<file path="src/rtl/pipeline_hazard_ctrl.sv">
// rtl/pipeline_hazard_ctrl.sv - stall/flush sequencer for a 5-stage MIPS pipeline
// Merges load-use, taken-branch and multi-cycle memory hazards into stage enables.
module pipeline_hazard_ctrl #(
  parameter int MAX_WAIT = 255,
  parameter int WAIT_W   = 8,
  parameter int CNT_W    = 32
) (
  input  logic             clk_i,
  input  logic             rst_i,
  input  logic             start_i,
  input  logic             ID_EX_MemRead_i,
  input  logic [4:0]       ID_EX_RegisterRt_i,
  input  logic [4:0]       IF_ID_RegisterRs_i,
  input  logic [4:0]       IF_ID_RegisterRt_i,
  input  logic             branch_taken_i,
  input  logic             EX_MEM_MemAccess_i,
  input  logic             mem_ack_i,
  output logic             mem_req_o,
  output logic             PC_Write_o,
  output logic             IF_ID_Write_o,
  output logic             IF_ID_flush_o,
  output logic             ID_EX_bubble_o,
  output logic             pipe_adv_o,
  output logic             error_o,
  output logic [CNT_W-1:0] stall_cnt_o,
  output logic [CNT_W-1:0] flush_cnt_o
);

  typedef enum logic [1:0] {
    S_IDLE,
    S_RUN,
    S_MEM_WAIT,
    S_ERROR
  } state_t;

  state_t            state_q, state_d;
  logic [WAIT_W-1:0] wait_cnt_q, wait_cnt_d;
  logic              error_q, error_d;
  logic [CNT_W-1:0]  stall_cnt_q, flush_cnt_q;

  logic load_use;
  logic mem_freeze;
  logic advance;
  logic active;

  assign load_use   = ID_EX_MemRead_i && (ID_EX_RegisterRt_i != 5'd0) &&
                      ((ID_EX_RegisterRt_i == IF_ID_RegisterRs_i) ||
                       (ID_EX_RegisterRt_i == IF_ID_RegisterRt_i));
  assign mem_freeze = EX_MEM_MemAccess_i && !mem_ack_i;
  assign active     = (state_q == S_RUN) || (state_q == S_MEM_WAIT);

  always_comb begin
    state_d        = state_q;
    wait_cnt_d     = wait_cnt_q;
    error_d        = error_q;
    advance        = 1'b0;
    mem_req_o      = 1'b0;
    PC_Write_o     = 1'b0;
    IF_ID_Write_o  = 1'b0;
    IF_ID_flush_o  = 1'b0;
    ID_EX_bubble_o = 1'b0;
    pipe_adv_o     = 1'b0;

    case (state_q)
      S_IDLE: begin
        if (start_i) state_d = S_RUN;
      end
      S_RUN: begin
        mem_req_o = EX_MEM_MemAccess_i;
        if (mem_freeze) begin
          state_d    = S_MEM_WAIT;
          wait_cnt_d = WAIT_W'(1);
        end else begin
          advance = 1'b1;
          if (!start_i) state_d = S_IDLE;
        end
      end
      S_MEM_WAIT: begin
        // start_i is deliberately ignored here: the access must finish first
        mem_req_o = 1'b1;
        if (mem_ack_i) begin
          advance    = 1'b1;
          state_d    = S_RUN;
          wait_cnt_d = '0;
        end else if (wait_cnt_q == WAIT_W'(MAX_WAIT)) begin
          state_d = S_ERROR;
          error_d = 1'b1;
        end else begin
          wait_cnt_d = wait_cnt_q + WAIT_W'(1);
        end
      end
      S_ERROR: begin
      end
      default: state_d = S_IDLE;
    endcase

    // Load-use wins over a taken branch; the branch is re-evaluated next cycle.
    if (advance) begin
      pipe_adv_o = 1'b1;
      if (load_use) begin
        ID_EX_bubble_o = 1'b1;
      end else begin
        PC_Write_o    = 1'b1;
        IF_ID_Write_o = 1'b1;
        IF_ID_flush_o = branch_taken_i;
      end
    end
  end

  always_ff @(posedge clk_i or negedge rst_i) begin
    if (!rst_i) begin
      state_q     <= S_IDLE;
      wait_cnt_q  <= '0;
      error_q     <= 1'b0;
      stall_cnt_q <= '0;
      flush_cnt_q <= '0;
    end else begin
      state_q    <= state_d;
      wait_cnt_q <= wait_cnt_d;
      error_q    <= error_d;
      if (active && !PC_Write_o && (stall_cnt_q != '1))
        stall_cnt_q <= stall_cnt_q + CNT_W'(1);
      if (IF_ID_flush_o && (flush_cnt_q != '1))
        flush_cnt_q <= flush_cnt_q + CNT_W'(1);
    end
  end

  assign error_o     = error_q;
  assign stall_cnt_o = stall_cnt_q;
  assign flush_cnt_o = flush_cnt_q;

endmodule

</file>
<file path="config.mk">
export PLATFORM = sky130hd
export DESIGN_NAME = pipeline_hazard_ctrl
export DESIGN_NICKNAME = d
export VERILOG_FILES = /design/src/rtl/pipeline_hazard_ctrl.sv
export SDC_FILE = /design/constraint.sdc
export NUM_CORES = 1
export LEC_CHECK = 0
export BUFFER_PORTS_ARGS = -buffer_cell sky130_fd_sc_hd__buf_2
export CORE_MARGIN = 8
export CORE_UTILIZATION = 35
export DETAILED_ROUTE_END_ITERATION = 16
export REMOVE_ABC_BUFFERS = 1
export SLEW_MARGIN = 20
export SYNTH_ARGS = -nofsm -noshare
export SYNTH_HDL_FRONTEND = slang
export SYNTH_SLANG_ARGS = --single-unit
</file>
<file path="constraint.sdc">
create_clock -name clk_i -period 2.46 [get_ports clk_i]
set_clock_uncertainty 0.15 [all_clocks]
set_input_delay 0.246 -clock clk_i [delete_from_list [all_inputs] [get_ports clk_i]]
set_output_delay 0.246 -clock clk_i [all_outputs]
set_load 0.02 [all_outputs]
</file>
=== Word level (Yosys, flattened, before mapping) ===
Index checks and enable logic that the tools add are counted.

* Add/subtract/negate cells: 3
* Equality and inequality tests: 12
* Mux-type cells: 21
* Bitwise logic cells: 1
* Reduce and logical (&&, ||, !) cells: 17

{| class="wikitable"
|+ Operators by type and width
! kind !! count
|-
| 32-bit by 1-bit adder with 32-bit output (second input constant) || 2
|-
| 32-bit inequality test (second input constant) || 2
|-
| 8-bit two-way mux || 3
|-
| 8-bit case mux with 2 select lines || 1
|-
| 5-bit equality test || 2
|-
| 2-bit two-way mux || 5
|-
| 1-bit two-way mux || 9
|-
| 8-bit by 1-bit adder with 8-bit output (second input constant) || 1
|-
| 8-bit equality test (second input constant) || 1
|-
| 1-bit logical AND || 6
|-
| 3-bit inequality test (second input constant) || 2
|-
| 2-bit case mux with 3 select lines || 1
|-
| 3-bit AND reduction || 2
|-
| 5-bit nonzero test || 1
|-
| 2-bit inequality test (second input constant) || 2
|-
| 1-bit case mux with 2 select lines || 2
|-
| 4-bit AND reduction || 1
|-
| 3-bit by 2-bit inequality test with 1-bit output (second input constant) || 1
|-
| 3-bit nonzero test || 1
|-
| 2-bit by 1-bit equality test with 1-bit output (second input constant) || 1
|-
| 2-bit equality test (second input constant) || 1
|-
| 1-bit zero test || 2
|-
| 2-bit zero test || 1
|-
| 1-bit logical OR || 2
|-
| other kinds (2) || 2
|}

* Register bits after elaboration: 75
* Input bits: 22
* Output and inout port bits: 71
* Word-level logic and storage cells: 59

=== Logic depth before layout (Yosys ltp) ===
Gate-level depths: netlist of run 1.

* Depth after elaboration: 8
* Mapped depth: 12
* Gate-level depth less buffers: 9

=== Least setup slack after synthesis of run 1 ===
Ideal clock, no wire load.

* Path kind: flip-flop to flip-flop
* Start: register stall_cnt_q[0], in the netlist stall_cnt_o[0]
* End: register stall_cnt_q[12], in the netlist stall_cnt_o[12]
* Library setup time: 131 ps
* Arrival: 2070 ps
* Required time: 2179 ps
* Slack: 109 ps
* Stages on the path, launching flop included: 10
* Buffers on the path: 2
* Period minus slack after synthesis: 2351 ps
* Cells stage by stage: dfrtp_1 ha_1 and3_1 buf_2 and3_1 nand2_1 nor3b_4 buf_2 nand4_1 xnor2_1

* Longest elaborated chain between the ends: 2
* Elaborated cells between the ends (all ways): 3
* Those cells by class: add/sub: 1; eq/ne: 1; reduce/logical: 1

{| class="wikitable"
|+ Ends and longest elaborated chain
! what !! RTL line !! source
|-
| from (decl) || 39 || <nowiki>logic [CNT_W-1:0] stall_cnt_q, flush_cnt_q;</nowiki>
|-
| from (signal assigned) || 122 || <nowiki>stall_cnt_q <= stall_cnt_q + CNT_W'(1);</nowiki>
|-
| branches (longest 2 deep; another with 32-bit by 1-bit adder with 32-bit output) || - ||
|}

Parallel ways; which one is timed is not known.
A chain may end at the register's enable or synchronous reset.

=== Worst setup path after layout of run 1 ===
* Start: register state_q[1]
* End: register stall_cnt_q[31], in the netlist stall_cnt_o[31]

* Longest elaborated chain between the ends: 6
* Elaborated cells between the ends (all ways): 8
* Those cells by class: eq/ne: 2; mux: 2; reduce/logical: 4

{| class="wikitable"
|+ Ends and longest elaborated chain
! what !! RTL line !! source
|-
| from (decl) || 36 || <nowiki>state_t state_q, state_d;</nowiki>
|-
| from (signal assigned) || 118 || <nowiki>state_q <= state_d;</nowiki>
|-
| 2-bit equality test / 2-bit by 1-bit equality test with 1-bit output (equally long branches) || 50, 64 ||
|-
| 1-bit case mux with 2 select lines || 64 || <nowiki>case (state_q)</nowiki>
|-
| 1-bit two-way mux || 98 || <nowiki>if (advance) begin</nowiki>
|-
| 1-bit zero test || 121 || <nowiki>if (active && !PC_Write_o && (stall_cnt_q != '1))</nowiki>
|-
| 1-bit logical AND (*) (2 in series) || 121 ||
|}

Mark *: on every way between the ends. The rest lies on a longest branch, timed or not.

==> results.py, run 1 <==
metrics = {
    "die": {
        "ios": 93,
        "die_h_um": 121,
        "rows": 38,
        "core_area_um2": 10700,
        "chipWidth_um": 121,
        "dieArea_um2": 14500,
        "start_util": 0.356,
    },
    "grt": {
        "antenna_found_initial": 0,
        "first_global_vias": 3210,
        "grtUsageTotal": 0.135,
        "grt_overflow": 0,
        "grt_max_degree": 40,
        "grt_pass1_wl_mm": 16.1,
    },
    "layout": {
        "drive_gt1_frac": 0.283,
        "synthToLayoutAreaGrowth_pct": 27.9,
        "design_area_um2": 4890,
        "nets": 526,
        "diodes": 0,
    },
    "synth": {
        "postSynthAreaPerCell_um2": 10.2,
        "syn_area_um2": 3820,
        "synth_edf_count": 0,
        "ys_types": 36,
        "synth_top_family_by_area": "simple AND/OR/NAND/NOR gates",
        "synthTopCellsByArea": "dfrtp_1, xnor2_1, nand4_1",
        "synthArstFlopShare": 1.00,
        "synthCells": 376,
        "synthMuxAreaShare": 0,
        "synth_top_area_frac": 0.491,
        "synthFlopType": "dfrtp_1",
        "synth_top_area_cell": "dfrtp_1",
        "synth_xor_area_frac": 0.176,
        "ys_warn_count": 0,
        "ys_ff_latch": 75,
        "synth_fa_ha_area_frac": 0.0262,
        "synth-simple-area-share": 0.247,
        "seq_area_frac_synth": 0.491,
        "synth_compound_area_frac": 0.0268,
    },
    "setup_path": {
        "criticalPathCategory": "register to register",
        "path_buf_inv": 3,
        "critPathMaxFanout": 7,
        "reg2reg_depth": 11,
        "r2r_end": "stall_cnt_o[31]",
        "crit_cells": 11,
        "critPathArrivalTime_ps": 2460,
        "required_ps": 2580,
        "r2r-start": "state_q[1]",
        "r2r_setup_slack_ps": 120,
        "cp-end-kind": "register",
        "crit_family": "simple AND/OR/NAND/NOR gates",
        "start_kind": "register",
        "cpMaxStageDelayCell": "dfrtp_2",
        "worstPathCellList": "inv_2, ha_4, o21ai_1, o21ai_1, nand2_1, a21oi_4, buf_6, nand3b_1, buf_12, nor4_4, xor2_1",
        "cp_common_cell": "o21ai_1",
        "cpPeakStageDelay_ps": 420,
    },
    "placed_design": {
        "port_buffers": 92,
        "routabilityCongestion": 0.848,
        "dp_hpwl_mm": 7.04,
        "place_ws_ps": 50.0,
        "placed_area_um2": 4550,
    },
    "clocking": {
        "clk_latency_ps": 350,
        "clk_pin_slew_ps": 80,
        "ctsHtreeMaxLevel": 3,
        "cts_tree": "done",
        "cts_root_buf": "clkbuf_8",
        "cts_buffers": 9,
        "cts_buffer_depth": 2,
        "cts_sinks": 75,
    },
    "power": {
        "p_leak_uw": 0.00241,
        "p_per_area_nw_per_um2": 783,
        "p_int_uw": 2420,
        "netSwitchingFraction": 0.369,
        "power_frac_comb": 0.385,
        "ir_drop_v": 0.000418,
        "power_frac_clock": 0.228,
        "p_sw_uw": 1410,
        "pwr-share-seq": 0.388,
    },
    "timing": {
        "setup_violations": 0,
        "tightestPinTransition_ps": 515,
        "report.final.slew_viol_count": 0,
        "slew_headroom": 0.656,
        "finalHoldViolCount": 0,
        "setup_ws_ps": 124,
        "max_clock_freq_mhz": 428,
        "fin_crit_sh": 0.949,
        "fin_crit_ps": 2340,
    },
    "detailed_routing": {
        "vias": 3170,
        "via_per_inst": 4.95,
        "firstDrtPassIters": 4,
        "drc_errors": 0,
        "drt-total-wl_mm": 9.76,
        "wire_per_inst_um": 15.2,
        "drt_iter0_drc": 131,
        "postRouteAntennaNets": 0,
    },
    "worst_hold_path": {
        "hold_start": "EX_MEM_MemAccess_i",
        "hold_class": "input pin to register",
        "holdPathEnd": "state_q[1]",
        "hold_depth": 3,
    },
    "outcome": {
        "status": "finished, final reports clean",
    },
    "flow_run": {
        "cap_viol_max_count": 0,
    },
}
[metrics by stage]
step | util | cells | setup TNS, ps | total power, µW | hold WS (ps)
floorplan | - | 366 | 0 | 2150 | -200
global placement | 0.423 | 615 | 0 | 2720 | 107
detailed placement | 0.423 | 615 | 0 | 2730 | 110
CTS | 0.443 | 634 | 0 | 3640 | 139
global route | 0.455 | 641 | -33.0 | 4080 | 179
finish | 0.455 | 641 | 0 | 3830 | 166
[placed cells by master, fill, tap and decap left out, types with 3 or more instances in the layout]
cell and n:
ha_1 6, nand4_1 40, buf_4 21, dfrtp_1 73, clkbuf_1 3, nand3_1 22
o21ai_1 3, buf_2 91, xnor2_1 55, nand2_1 41, nor2_1 23, o21ai_0 3
buf_12 3, clkbuf_8 11, and3_1 18, nor3_1 13, nor4_1 3, inv_1 11
xor2_1 22
[layer usage]
metal | global-route usage | share of wire
met1 | 0.174 | 0.46
met2 | 0.217 | 0.48
met3 | 0.0331 | 0.054
met4 | 0.0507 | 0.012
met5 | 0 | 0
[Yosys cell counts, drive strengths merged (2+ instances only)]
cell	count
inv	13
nor3	13
ha	8
xnor2	55
buf	7
xor2	22
a21oi	3
o21ai	6
and3	18
nor2b	2
clkbuf	3
nand2b	2
nand4	40
dfrtp	75
nor4	7
and4	2
nand3b	2
o21a	2
nand2	41
nand3	22
and2	2
nor2	23
[worst max path at each step]
stage	start	endpoint	slack, ps
after detailed placement	ID_EX_RegisterRt_i[1]	flush_cnt_o[27]	50
after floorplan	ID_EX_RegisterRt_i[1]	flush_cnt_o[11]	8
final	state_q[1]	stall_cnt_o[31]	120
after global placement	ID_EX_RegisterRt_i[1]	flush_cnt_o[27]	80
after CTS	state_q[0]	stall_cnt_o[18]	6
after global routing	state_q[1]	stall_cnt_o[31]	-10
[cell families after synthesis]
kind of cell             after synthesis
AO/OA/AOI/OAI                         15
XOR/XNOR                              77
adder cells (fa/ha/maj)                8
buffers and inverters                 23
flip-flops                            75
AND/OR/NAND/NOR                      178
[tightest hold or removal path, stage by stage]
cell and delay, ps:
buf_2 110, a21oi_1 170, o41ai_1 100
[layout make-up]
class	instances	area, µm²
clock buffer	14	163
clock inverter	2	10.0
fill	1066	5860
inverter	13	48.8
multi-input combinational	278	1880
sequential	75	1880
tap	140	175
timing repair buffer	119	729
[registers in the layout, indices dropped and copies added, names as in the netlist]
| signal | cells |
|---|---|
| error_o | 1 |
| wait_cnt_q | 8 |
| stall_cnt_o | 32 |
| flush_cnt_o | 32 |
| state_q | 2 |
[timing repair]
action,in CTS,in global routing
buffers inserted,1,6
endpoints found under the hold margin,37,0
resized for setup,2,14
endpoints found under the setup margin,1,46
cloned,0,1
pin swaps,0,7
hold buffers,2,0
[power groups by stage]
stage	Combinational [µW]	Clock, µW	Sequential (µW)
3_5_place_dp	1240	0	1490
2_1_floorplan	599	0	1550
4_1_cts	1270	901	1470
3_3_place_gp	1230	0	1490
6_report	1470	871	1480
5_1_grt	1630	948	1500
Power figures use the tool's default switching activity.
==> run 2: changes to the inputs <==
- PLACE_DENSITY_LB_ADDON: not set -> 0.12
- clock period: 2.46 -> 2 ns (I/O delays scaled with it)
==> results.py, run 2 (synthesis gave the netlist of run 1 again) <==
metrics = {
    "die": {
        "die_h_um": 121,
        "rows": 38,
        "dieArea_um2": 14500,
        "start_util": 0.356,
        "core_area_um2": 10700,
        "ios": 93,
        "chipWidth_um": 121,
    },
    "grt": {
        "grt-busiest-layer": "met2",
        "first_global_vias": 3781,
        "grtUsageTotal": 0.155,
        "grt_pass1_wl_mm": 18.3,
        "grt_use_met2": 0.250,
        "grt_max_degree": 39,
        "antenna_found_initial": 0,
        "gr-usage-met3": 0.0382,
        "use_met1": 0.197,
        "grt_overflow": 0,
    },
    "detailed_routing": {
        "via_per_inst": 4.92,
        "wire_per_inst_um": 15.1,
        "postRouteAntennaNets": 0,
        "drc_errors": 0,
        "drt-total-wl_mm": 10.9,
        "firstDrtPassIters": 4,
        "drt_iter0_drc": 120,
        "vias": 3556,
    },
    "timing": {
        "fin_crit_ps": 2220,
        "report.final.slew_viol_count": 0,
        "grt_setup_unrepaired": "true",
        "max_clock_freq_mhz": 450,
        "slew_headroom": 0.651,
        "finalHoldViolCount": 0,
        "setup_ws_ps": -224,
        "fin_crit_sh": 1.11,
        "finalSetupTns_ps": -7560,
        "tightestPinTransition_ps": 524,
        "setup_violations": 58,
    },
    "worst_hold_path": {
        "hold_class": "input pin to register",
    },
    "setup_path": {
        "required_ps": 2120,
        "start_kind": "register",
        "cp-end-kind": "register",
        "criticalPathCategory": "register to register",
        "worstPathCellList": "inv_2, ha_2, o21ai_2, o21ai_2, nand2_2, a21oi_4, buf_6, nand3b_1, buf_6, buf_16, nor3_4, xor2_1",
        "critPathMaxFanout": 6,
        "critPathArrivalTime_ps": 2340,
        "cpPeakStageDelay_ps": 390,
        "cpMaxStageDelayCell": "dfrtp_1",
    },
    "layout": {
        "final_common_cell": "buf_4",
        "fin_cells": 723,
        "drive_gt1_frac": 0.456,
        "nets": 608,
        "synthToLayoutAreaGrowth_pct": 53.6,
        "layout_common_cells": "buf_4, buf_2, dfrtp_1",
        "diodes": 0,
    },
    "power": {
        "p_leak_uw": 0.00295,
        "p_per_area_nw_per_um2": 981,
        "ir_drop_v": 0.000681,
    },
    "placed_design": {
        "routabilityCongestion": 0.790,
        "port_buffers": 92,
        "dp_hpwl_mm": 7.66,
        "placed_cells": 684,
    },
    "clocking": {
        "ctsHtreeMaxLevel": 3,
        "cts_buffer_depth": 2,
        "cts_tree": "done",
        "cts_root_buf": "clkbuf_8",
        "cts_sinks": 75,
        "clk_pin_slew_ps": 80,
        "cts_buffers": 9,
        "clk_latency_ps": 350,
    },
    "outcome": {
        "violations": "setup timing",
        "status": "finished with violations",
    },
    "flow_run": {
        "cap_viol_max_count": 0,
    },
}
[run 2: area by class of cell]
cell class                      instances  area (µm²)
Clock buffer                           11         141
Clock inverter                          5        52.6
Fill cell                            1014        4870
Inverter                               13        51.3
Multi-Input combinational cell        278        2110
Sequential cell                        75        1880
Tap cell                              140         175
Timing Repair Buffer                  201        1470
[run 2: through the flow]
step | instance area [µm²] | util | setup slack (ps) | total power (µW) | hold slack, ps
5_1_grt | 5870 | 0.547 | -350 | 6110 | 87.6
4_1_cts | 5690 | 0.529 | -213 | 5650 | 39.6
3_3_place_gp | 5070 | 0.472 | -297 | 3670 | 63.6
2_1_floorplan | 3750 | - | -433 | 2650 | -246
3_5_place_dp | 5070 | 0.472 | -372 | 3680 | 64.7
6_report | 5870 | 0.547 | -224 | 5760 | 82.5
[run 2: final timing paths]
path | startpoint | end | slack, ps | cells after the start
setup / recovery | state_q[0] | stall_cnt_o[29] | -220 | 12
hold / removal | mem_ack_i | wait_cnt_q[0] | 80 | 3
setup reg to reg | state_q[0] | stall_cnt_o[29] | -220 | 12
hold reg to reg | error_o | error_o | 330 | 1
max in group asynchronous | rst_i | stall_cnt_o[29] | 880 | 3
min in group asynchronous | rst_i | flush_cnt_o[7] | 210 | 2
[run 2: repair_timing]
item	in CTS	in global routing
endpoints found under the setup margin	73	75
endpoints found under the hold margin	38	0
setup buffers	8	14
cloned	3	0
pin swaps	22	34
hold buffers	2	0
gates resized for setup	63	29
[run 2: critical path: cells and delay by family (launching register included)]
family / cells / cell delay (ps)
buf+inv: 4 / 520
fa+ha+maj: 1 / 190
flops: 1 / 390
simple gates: 3 / 490
xor+xnor: 1 / 150
compound gates: 3 / 270
[run 2: power by group]
group / leakage, µW / internal, µW / switching (µW) / total [µW]
clock: 0.0000991 / 605 / 565 / 1170
combinational: 0.00185 / 1450 / 1420 / 2880
sequential: 0.00100 / 1640 / 74.2 / 1720
[run 2: layer usage]
metal	vias up	wire [µm]
met5	-	0
met4	0	182
met3	15	630
met2	84	5180
met1	1746	4940
li1	1711	-
